File: src/rtl/uart_pkg.sv
// Shared types and helpers for the configurable UART receiver.
// Holds the FSM state encoding, tick-counter sizing and the 3-sample vote.
package uart_pkg;

  typedef enum logic [2:0] {
    ST_IDLE   = 3'd0,
    ST_START  = 3'd1,
    ST_DATA   = 3'd2,
    ST_PARITY = 3'd3,
    ST_STOP   = 3'd4
  } state_t;

  function automatic int tcnt_width(input int ovs);
    return $clog2(ovs);
  endfunction

  function automatic logic maj3(input logic a, input logic b, input logic c);
    return (a & b) | (a & c) | (b & c);
  endfunction

endpackage

File: src/rtl/uart_rx_sampler.sv
// RX line conditioning: 2-flop synchroniser and a 3-sample majority vote
// taken around mid-bit. bit_value is meaningful on tick OVS/2+1.
module uart_rx_sampler
  import uart_pkg::*;
#(
  parameter int OVS = 16,
  parameter int TW  = 4
) (
  input  logic          i_clk,
  input  logic          i_reset,
  input  logic          i_tick,
  input  logic          i_rx,
  input  logic [TW-1:0] tcnt,
  output logic          rx_s,
  output logic          bit_value
);

  localparam logic [TW-1:0] T_SMP_A = TW'(OVS/2 - 1);
  localparam logic [TW-1:0] T_SMP_B = TW'(OVS/2);

  logic [1:0] sync_r;
  logic       smp_a_r;
  logic       smp_b_r;

  // Synchroniser and the two early vote samples; the third sample is live rx_s.
  always_ff @(posedge i_clk) begin
    if (i_reset) begin
      sync_r  <= 2'b11;
      smp_a_r <= 1'b1;
      smp_b_r <= 1'b1;
    end else begin
      sync_r <= {sync_r[0], i_rx};
      if (i_tick && (tcnt == T_SMP_A)) smp_a_r <= sync_r[1];
      if (i_tick && (tcnt == T_SMP_B)) smp_b_r <= sync_r[1];
    end
  end

  assign rx_s      = sync_r[1];
  assign bit_value = maj3(smp_a_r, smp_b_r, rx_s);

endmodule

File: src/rtl/uart_rx_cfg.sv
// Configurable UART receiver: start/data/parity/stop FSM with framing,
// parity and break reporting. Completes at mid last-stop-bit to re-arm early.
module uart_rx_cfg
  import uart_pkg::*;
#(
  parameter int NB_DATA    = 8,
  parameter int OVS        = 16,
  parameter int PARITY_EN  = 0,
  parameter int PARITY_ODD = 0,
  parameter int NB_STOP    = 1
) (
  input  logic               i_clk,
  input  logic               i_reset,
  input  logic               i_tick,
  input  logic               i_rx,
  output logic [NB_DATA-1:0] o_rx_data,
  output logic               o_rx_done,
  output logic               o_parity_err,
  output logic               o_frame_err,
  output logic               o_break
);

  localparam int              TW      = tcnt_width(OVS);
  localparam int              BW      = $clog2(NB_DATA);
  localparam logic [TW-1:0]   T_VOTE  = TW'(OVS/2 + 1);
  localparam logic [TW-1:0]   T_LAST  = TW'(OVS - 1);
  localparam logic [BW-1:0]   B_LAST  = BW'(NB_DATA - 1);
  localparam logic            S_LAST  = (NB_STOP == 2);
  localparam logic            PAR_EN  = (PARITY_EN != 0);
  localparam logic            PAR_ODD = (PARITY_ODD != 0);
  localparam state_t          ST_POST = PAR_EN ? ST_PARITY : ST_STOP;

  state_t               state_r, state_s;
  logic [TW-1:0]        tcnt_r, tcnt_s;
  logic [BW-1:0]        bit_cnt_r, bit_cnt_s;
  logic                 stop_cnt_r, stop_cnt_s;
  logic [NB_DATA-1:0]   shreg_r, shreg_s;
  logic                 par_bit_r, par_bit_s;
  logic                 par_err_r, par_err_s;
  logic                 stop_zero_r, stop_zero_s;
  logic                 stop_one_r, stop_one_s;
  logic [NB_DATA-1:0]   data_r, data_s;
  logic                 done_r, done_s;
  logic                 perr_r, perr_s;
  logic                 ferr_r, ferr_s;
  logic                 brk_r, brk_s;
  logic                 rx_s, bit_value_s;
  logic                 tick_vote_s, tick_end_s;

  uart_rx_sampler #(.OVS(OVS), .TW(TW)) u_sampler (
    .i_clk     (i_clk),
    .i_reset   (i_reset),
    .i_tick    (i_tick),
    .i_rx      (i_rx),
    .tcnt      (tcnt_r),
    .rx_s      (rx_s),
    .bit_value (bit_value_s)
  );

  assign tick_vote_s = i_tick && (tcnt_r == T_VOTE);
  assign tick_end_s  = i_tick && (tcnt_r == T_LAST);

  // Next-state, frame datapath and completion outputs.
  always_comb begin
    state_s     = state_r;
    bit_cnt_s   = bit_cnt_r;
    stop_cnt_s  = stop_cnt_r;
    shreg_s     = shreg_r;
    par_bit_s   = par_bit_r;
    par_err_s   = par_err_r;
    stop_zero_s = stop_zero_r;
    stop_one_s  = stop_one_r;
    data_s      = data_r;
    perr_s      = perr_r;
    ferr_s      = ferr_r;
    brk_s       = brk_r;
    done_s      = 1'b0;
    if (i_tick) begin
      tcnt_s = (tcnt_r == T_LAST) ? {TW{1'b0}} : tcnt_r + TW'(1'b1);
    end else begin
      tcnt_s = tcnt_r;
    end
    case (state_r)
      ST_IDLE: begin
        tcnt_s      = {TW{1'b0}};
        bit_cnt_s   = {BW{1'b0}};
        stop_cnt_s  = 1'b0;
        par_bit_s   = 1'b0;
        par_err_s   = 1'b0;
        stop_zero_s = 1'b0;
        stop_one_s  = 1'b0;
        if (!rx_s) state_s = ST_START;
        else       state_s = ST_IDLE;
      end
      ST_START: begin
        if (tick_vote_s && bit_value_s) begin
          state_s = ST_IDLE;
          tcnt_s  = {TW{1'b0}};
        end else if (tick_end_s) begin
          state_s = ST_DATA;
        end else begin
          state_s = ST_START;
        end
      end
      ST_DATA: begin
        if (tick_vote_s) shreg_s = {bit_value_s, shreg_r[NB_DATA-1:1]};
        else             shreg_s = shreg_r;
        if (tick_end_s) begin
          if (bit_cnt_r == B_LAST) begin
            bit_cnt_s = {BW{1'b0}};
            state_s   = ST_POST;
          end else begin
            bit_cnt_s = bit_cnt_r + BW'(1'b1);
          end
        end else begin
          bit_cnt_s = bit_cnt_r;
        end
      end
      ST_PARITY: begin
        if (tick_vote_s) begin
          par_bit_s = bit_value_s;
          par_err_s = (^shreg_r) ^ bit_value_s ^ PAR_ODD;
        end else begin
          par_bit_s = par_bit_r;
        end
        if (tick_end_s) state_s = ST_STOP;
        else            state_s = ST_PARITY;
      end
      ST_STOP: begin
        if (tick_vote_s) begin
          stop_zero_s = stop_zero_r | ~bit_value_s;
          stop_one_s  = stop_one_r | bit_value_s;
          // Last stop bit: publish the frame now rather than at bit end.
          if (stop_cnt_r == S_LAST) begin
            data_s  = shreg_r;
            perr_s  = PAR_EN & par_err_r;
            ferr_s  = stop_zero_r | ~bit_value_s;
            brk_s   = (shreg_r == {NB_DATA{1'b0}}) & ~stop_one_r & ~bit_value_s
                      & ~(PAR_EN & par_bit_r);
            done_s  = 1'b1;
            state_s = ST_IDLE;
            tcnt_s  = {TW{1'b0}};
          end else begin
            state_s = ST_STOP;
          end
        end else if (tick_end_s) begin
          stop_cnt_s = 1'b1;
        end else begin
          stop_cnt_s = stop_cnt_r;
        end
      end
      default: begin
        state_s = ST_IDLE;
        tcnt_s  = {TW{1'b0}};
      end
    endcase
  end

  // State, datapath and output registers.
  always_ff @(posedge i_clk) begin
    if (i_reset) begin
      state_r     <= ST_IDLE;
      tcnt_r      <= {TW{1'b0}};
      bit_cnt_r   <= {BW{1'b0}};
      stop_cnt_r  <= 1'b0;
      shreg_r     <= {NB_DATA{1'b0}};
      par_bit_r   <= 1'b0;
      par_err_r   <= 1'b0;
      stop_zero_r <= 1'b0;
      stop_one_r  <= 1'b0;
      data_r      <= {NB_DATA{1'b0}};
      done_r      <= 1'b0;
      perr_r      <= 1'b0;
      ferr_r      <= 1'b0;
      brk_r       <= 1'b0;
    end else begin
      state_r     <= state_s;
      tcnt_r      <= tcnt_s;
      bit_cnt_r   <= bit_cnt_s;
      stop_cnt_r  <= stop_cnt_s;
      shreg_r     <= shreg_s;
      par_bit_r   <= par_bit_s;
      par_err_r   <= par_err_s;
      stop_zero_r <= stop_zero_s;
      stop_one_r  <= stop_one_s;
      data_r      <= data_s;
      done_r      <= done_s;
      perr_r      <= perr_s;
      ferr_r      <= ferr_s;
      brk_r       <= brk_s;
    end
  end

  assign o_rx_data    = data_r;
  assign o_rx_done    = done_r;
  assign o_parity_err = perr_r;
  assign o_frame_err  = ferr_r;
  assign o_break      = brk_r;

endmodule

File: config.mk
export PLATFORM = sky130hd
export DESIGN_NAME = uart_rx_cfg
export DESIGN_NICKNAME = d
export VERILOG_FILES = /design/src/rtl/uart_pkg.sv /design/src/rtl/uart_rx_sampler.sv /design/src/rtl/uart_rx_cfg.sv
export SDC_FILE = /design/constraint.sdc
export NUM_CORES = 1
export LEC_CHECK = 0
export ABC_AREA = 1
export CAP_MARGIN = 20
export CORE_MARGIN = 1
export CORE_UTILIZATION = 33
export CTS_CLUSTER_SIZE = 25
export DETAILED_ROUTE_END_ITERATION = 6
export GPL_TIMING_DRIVEN = 0
export PLACE_DENSITY = 0.51
export SLEW_MARGIN = 25
export SYNTH_ARGS = -nofsm -noshare
export SYNTH_HDL_FRONTEND = slang
export SYNTH_SLANG_ARGS = --single-unit
export TNS_END_PERCENT = 1
File: constraint.sdc
create_clock -name i_clk -period 1.7 [get_ports i_clk]
set_clock_uncertainty 0.1 [all_clocks]
set_input_delay 0.425 -clock i_clk [delete_from_list [all_inputs] [get_ports i_clk]]
set_output_delay 0.425 -clock i_clk [all_outputs]
set_load 0.05 [all_outputs]
==> results.sh <==
export IMPL_outcome="finished, final reports clean"
export IMPL_dpl_hpwl_um=2210
export IMPL_ys_ff_latch=36
export IMPL_root_buffer="clkbuf_8"
export IMPL_critPathArrivalTime_ns=1.14
export IMPL_r2r_cells=7
export IMPL_syn_nets=226
export IMPL_fin_crit_sh_pct=97.8
export IMPL_p_leak_nw=0.826
export IMPL_maxCapViolCount=0
export IMPL_total_power_mw=1.48
export IMPL_path_max_fanout=2
export IMPL_critPathRequiredTime_ns=1.17
export IMPL_syn_area_um2=1610
export IMPL_yosysTopAreaCell="dfxtp_1"
export IMPL_crit_type="reg2out"
export IMPL_peakVddDrop_uv=235
export IMPL_path_buf_inv=1
export IMPL_routed_wl_um=3090
export IMPL_fmax_mhz=602
export IMPL_clk_latency_ns=0.29
export IMPL_dieArea_um2=5160
export IMPL_slowest_stage="dlygate4sd2_1"
export IMPL_r2r_end="o_rx_data[6]"
export IMPL_yosys_warnings=0
export IMPL_fin_cells=304
export IMPL_num_vias=1344
export IMPL_grt_pass1_wl_um=5260
export IMPL_pre_cts_ws_ns=0.0289
export IMPL_synthDominantCellAreaShare_pct=44.8
export IMPL_rows=25
export IMPL_power_density_nw_per_um2=776
export IMPL_min_period_ns=1.66
export IMPL_holdCritPathClass="reg2reg"
export IMPL_antenna_found_initial=0
export IMPL_cts_tree="done"
export IMPL_cts_sinks=36
export IMPL_nNetsFinal=246
export IMPL_synth_distinct_cells=27
export IMPL_numCtsBuffers=5
export IMPL_drv_slew=0
export IMPL_num_io_pins=16
export IMPL_avgSynthCellArea_um2=7.42
export IMPL_critical_path_top_delay_family="buffers and inverters"
export IMPL_cts_htree_levels=2
export IMPL_syn_to_final_growth_pct=18.6
export IMPL_grt_usage_pct=13.4
export IMPL_die_w_um=71.9
export IMPL_setup_ws_ns=0.0382
export IMPL_rsz0062_at_grt="yes"
export IMPL_ant_nets=0
export IMPL_cts_hold_buf=0
export IMPL_utilization_pct=40.4
export IMPL_nFillCells=508
export IMPL_drc=0
export IMPL_path_cells="dlygate4sd2_1"
export IMPL_dp_cells=296
export IMPL_startpoint="o_rx_data[0]"
export IMPL_crit_end="o_rx_data[0]"
export IMPL_cts_max_path_buffers=2
export IMPL_drtIter0Drc=53
export IMPL_via_per_inst=4.42
export IMPL_synth_yosys_seq_area_share_pct=44.8
export IMPL_crit_path_end_kind="primary output"
export IMPL_r2r_start="tcnt_r[1]"
export IMPL_cp_num_cells=1
export IMPL_clk_pin_slew_ns=0.07
export IMPL_start_kind="register"
export IMPL_ff2ff_setup_slack_ns=0.14
export IMPL_grt_start_max_net_pins=11
export IMPL_io_buffer_count=12
export IMPL_grt_pass1_vias=1191
export IMPL_fp_coreArea_um2=4720
export IMPL_hold_viol_final=0
export IMPL_overflow=0
export IMPL_diodes=0
export IMPL_dr_pass1_iters=4
export IMPL_slowest_delay_ns=0.52
export IMPL_synth_area_leaders="dfxtp_1, nor2_1, nand2_1, o21ai_0, ha_1"
export IMPL_syn_inst=217
export IMPL_layout_drive_gt1_share_pct=11.8
export IMPL_routabilityCongestion=0.722
export IMPL_initial_core_util_pct=34.1
export IMPL_setup_violations=0
export IMPL_die_y_um=71.9
export IMPL_wl_per_cell_um=10.2
-- cell usage in the layout, fill, tap and decap left out, drive strengths merged, types with 4 or more instances in the layout --
cell,count
o21ai,23
clkdlybuf4s15,4
buf,4
ha,5
nand2,40
dlygate4sd2,7
nor2,56
nor3,4
a21oi,11
clkbuf,8
dfxtp,36
nand3,11
inv,17
-- kinds of logic (layout without fill, tap and decap cells) --
kind of cell               after synthesis  in the layout  synth area share (%)
DFF                                     36             36                  44.8
AOI/OAI and AO/OA                       37             37                  11.9
adders and majority gates                5              5                  3.89
other                                    1              1                 0.233
and+or+nand+nor                        116            116                  33.6
buffers and inverters                   22             42                  5.67
-- registers in the layout, summed over array words and instances (netlist names), 2 cells and up --
register,flops
bit_cnt_r,3
o_rx_data,8
shreg_r,8
state_r,3
tcnt_r,4
u_sampler.sync_r,2
-- worst register-to-register path, cell delays in order (launching register included) --
cell and delay [ns]:
dfxtp_1 0.33, inv_1 0.09, ha_1 0.20, nand4_4 0.20, nor2_4 0.18, nand2_4 0.11, o21ai_0 0.18, nor2_1 0.05
-- layout make-up --
type | instances | area, um^2 | area share [%]
inverters | 17 | 63.8 | 3.34
well taps | 67 | 83.8 | 4.39
multi-input cells | 159 | 803 | 42.1
clock inverters | 1 | 5.00 | 0.262
clock buffers | 6 | 72.6 | 3.80
plain buffers | 5 | 27.5 | 1.44
repair buffers | 13 | 131 | 6.88
flip-flops and latches | 36 | 722 | 37.8
-- power breakdown --
group	switching (mW)	internal [mW]
sequential	0.00481	0.849
combinational	0.0384	0.0200
clock	0.291	0.278
total	0.334	1.15
-- cell usage after synthesis, drive strengths merged --
| cell | number |
|---|---|
| a21oi | 11 |
| a22oi | 1 |
| a31oi | 1 |
| and2 | 1 |
| buf | 3 |
| clkbuf | 2 |
| conb | 1 |
| dfxtp | 36 |
| ha | 5 |
| inv | 17 |
| nand2 | 40 |
| nand3 | 11 |
| nand4 | 2 |
| nor2 | 56 |
| nor3 | 4 |
| o21a | 1 |
| o21ai | 23 |
| or2 | 2 |
-- per-stage QoR --
stage,hold slack (ns),TNS (ns),instance area [um^2]
5_1_grt,0.344,-0.0337,1910
2_1_floorplan,0.289,0,1610
3_5_place_dp,0.296,0,1810
6_report,0.310,0,1910
4_1_cts,0.312,0,1880
3_3_place_gp,0.291,0,1810
-- per-layer routing --
layer  vias to the layer above  global-route usage [%]  wire (um)
met2                        30                    19.2       1220
met3                         6                    4.22        146
met1                       576                    18.1       1650
met5                         -                       0          0
li1                        732                       -          -
met4                         0                    6.54         67
-- worst min-delay path by stage --
stage               slack (ns)                start                  end  cells after the start
finish                    0.31  u_sampler.sync_r[0]  u_sampler.sync_r[1]                      1
global route              0.34  u_sampler.sync_r[0]  u_sampler.sync_r[1]                      1
CTS                       0.31  u_sampler.sync_r[0]  u_sampler.sync_r[1]                      1
detailed placement        0.30  u_sampler.sync_r[0]  u_sampler.sync_r[1]                      1
global placement          0.29  u_sampler.sync_r[0]  u_sampler.sync_r[1]                      1
floorplan                 0.29  u_sampler.sync_r[0]  u_sampler.sync_r[1]                      1
-- repair_timing --
| action | in CTS | in global routing |
|---|---|---|
| cloned | 0 | 0 |
| endpoints found under the setup margin | 11 | 22 |
| pin swaps | 0 | 1 |
| setup buffers | 0 | 1 |
| resized for setup | 11 | 7 |
Note: power is estimated with default switching activity, not from simulation.
==> variant, RTL diff (same settings) <==
Set the parameter `PARITY_EN` to 1 (it was 0).
--- a/src/rtl/uart_rx_cfg.sv
+++ b/src/rtl/uart_rx_cfg.sv
@@ -7,3 +7,3 @@
   parameter int OVS        = 16,
-  parameter int PARITY_EN  = 0,
+  parameter int PARITY_EN  = 1,
   parameter int PARITY_ODD = 0,
Behaviour: same outputs for any inputs over 10 cycles, from zero or initial values and one cycle with i_reset high; that may be too few to reach the edited logic, so the function may still have changed.
==> variant against the original RTL <==
  * Design area increased by 11%
  * Cell count is 12% higher
  * Via count up 15%
  * Synthesized cell count rose by 14%
  * Wire length grew 21%
  * Total power increased by 9.1%
  * Sequential cell count is 3 higher
  * Worst hold slack gained 0.0025 ns
  * Combinational power shrank 2%
  * Synthesized area rose by 12%
  * Setup slack better by 0.012 ns
  * Critical path depth stayed put
  * Largest cell class unchanged
==> variant: results (changes against the original RTL) <==
| Metric | Value |
|---|---|
| Outcome | finished, final reports clean (unchanged) |
| FF-to-FF setup slack | 0.11 ns (was 0.14 ns) |
| Slowest cell on the critical path | clkdlybuf4s15_1 (was dlygate4sd2_1) |
| Maximum VDD drop | 0.462 mV (was 0.235 mV) |
| Wire per inst | 11.0 um (was 10.2 um) |
| Layout Nets | 282 (was 246) |
| Synth Flop Type | dfxtp_1 (unchanged) |
| Vias in the first global route | 1323 (was 1191) |
| Net count after synthesis | 260 (was 226) |
| GP Congestion | 0.760 (was 0.722) |
| Synth top cells by count | nand2_1 (44), dfxtp_1 (39), inv_1 (34) (was nor2_1 (51), dfxtp_1 (36), nand2_1 (36)) |
| Max incr delay on CP | 0.50 ns (was 0.52 ns) |
| First-pass GRT wire length | 6.19 mm (was 5.26 mm) |
| Top post-synthesis cells by area | dfxtp_1 (43%), nand2_1 (9.2%), a21oi_1 (7.5%) (was dfxtp_1 (45%), nor2_1 (12%), nand2_1 (8.4%)) |
| Sequential share of the synthesized area | 0.435 (was 0.448) |
| Hold Worst Slack | 0.312 ns (was 0.310 ns) |
| Synth top area share | 0.435 (was 0.448) |
| Iter 0 DRT Violations | 84 (was 53) |
| Via density | 4.57 (was 4.42) |
| R2R Path End | shreg_r[7]$_SDFFE_PP0P_ (was o_rx_data[6]$_SDFFE_PP0P_) |
| Crit path max-delay family | buffers and inverters (unchanged) |
| Reg2Reg Depth | 8 (was 7) |
| Library cells used by synthesis | 25 (was 27) |
| Final HPWL DP | 2.75 mm (was 2.21 mm) |
| P_leak | 0.943 nW (was 0.826 nW) |
| Critical path arrival | 1.12 ns (was 1.14 ns) |
| Share of cells above drive strength 1 | 0.100 (was 0.118) |
| Placed Area | 2030 sq um (was 1810 sq um) |
| Largest net degree at the start of global routing | 12 (was 11) |
| Worst Tran Pin Value | roughly 0.50 ns |
| Diode count | 0 (unchanged) |
| Synth warn | 0 (unchanged) |
| Total Routing Usage GR | 0.147 (was 0.134) |
| Port Buffers | 15 (was 12) |
| HP Start | u_sampler.sync_r[0]$_SDFF_PP1_ (unchanged) |
| Post-CTS Repair Setup Buffers | 0 (unchanged) |
[variant: changes by cell type after synthesis, moves of 3 or more]
cell     delta
nand2_1     +8
dfxtp_1     +3
a21oi_1    +16
ha_1        +4
nor2_1     -21
inv_1      +19
o21ai_1     +3
[variant: logic make-up (layout without fill, tap and decap cells)]
group,Yosys count,in the layout,synth area share
AOI/OAI and AO/OA,57,57,0.162
adders and majority gates,9,9,0.0627
xor gates and xnor gates,2,2,0.00975
and+or+nand+nor,98,98,0.235
DFF,39,39,0.435
buffers and inverters,42,64,0.0954
[variant: repair_timing]
action / in CTS / in global routing
pin swaps: 0 / 1
cloned: 0 / 0
resized for setup: 14 / 19
endpoints found under the setup margin: 38 / 35
hold buffers: 0 / 0
[variant: worst reg2reg max path: cells and delay by family (launching register included)]
kind / cells / cell delay, ns
AND/OR/NAND/NOR: 3 / 0.40
flip-flops: 1 / 0.32
buffers and inverters: 2 / 0.29
AO/OA/AOI/OAI: 2 / 0.22
adder cells (fa/ha/maj): 1 / 0.15
[variant: worst max path at each step]
| stage | start | slack, ns | endpoint | depth (start not counted) |
|---|---|---|---|---|
| final | o_rx_data[1]$_SDFFE_PP0P_ | 0.05 | o_rx_data[1] | 1 |
| after global routing | tcnt_r[1]$_SDFF_PP0_ | 0.002 | shreg_r[6]$_SDFFE_PP0P_ | 8 |
| after CTS | u_sampler.sync_r[1]$_SDFF_PP1_ | 0.007 | o_frame_err$_SDFFE_PP0P_ | 6 |
| after detailed placement | i_tick | -0.47 | shreg_r[7]$_SDFFE_PP0P_ | 7 |
| after global placement | i_tick | -0.47 | shreg_r[7]$_SDFFE_PP0P_ | 7 |
| after floorplan | tcnt_r[1]$_SDFF_PP0_ | 0.26 | shreg_r[6]$_SDFFE_PP0P_ | 8 |
[variant: routing by layer]
metal	vias up	wire (um)	track usage
met5	-	0	0
met4	0	36	0.0432
met3	4	139	0.0516
met2	23	1500	0.206
met1	685	2070	0.212
li1	838	-	-
[variant: cell type report]
cell class / instances / area (sq um)
tap: 70 / 87.6
clock buffer: 6 / 82.6
inverter: 36 / 135
multi-input combinational: 166 / 858
timing repair buffer: 15 / 133
buffer: 6 / 36.3
fill: 547 / 3050
sequential: 39 / 782
clock inverter: 1 / 5.00
[variant: per-stage QoR]
step	instances	utilization	setup TNS (ns)	power [mW]	worst slack [ns]
floorplan	247	-	0	0.979	0.259
global placement	332	0.393	-11.46	1.00	-0.475
detailed placement	332	0.393	-11.58	1.00	-0.475
CTS	339	0.408	0	1.64	0.00726
global route	339	0.410	0	1.69	0.00234
finish	339	0.410	0	1.62	0.0504
[variant: power breakdown]
group	switching (mW)	internal, mW
registers	0.00352	0.918
clock network	0.319	0.318
logic	0.0377	0.0195
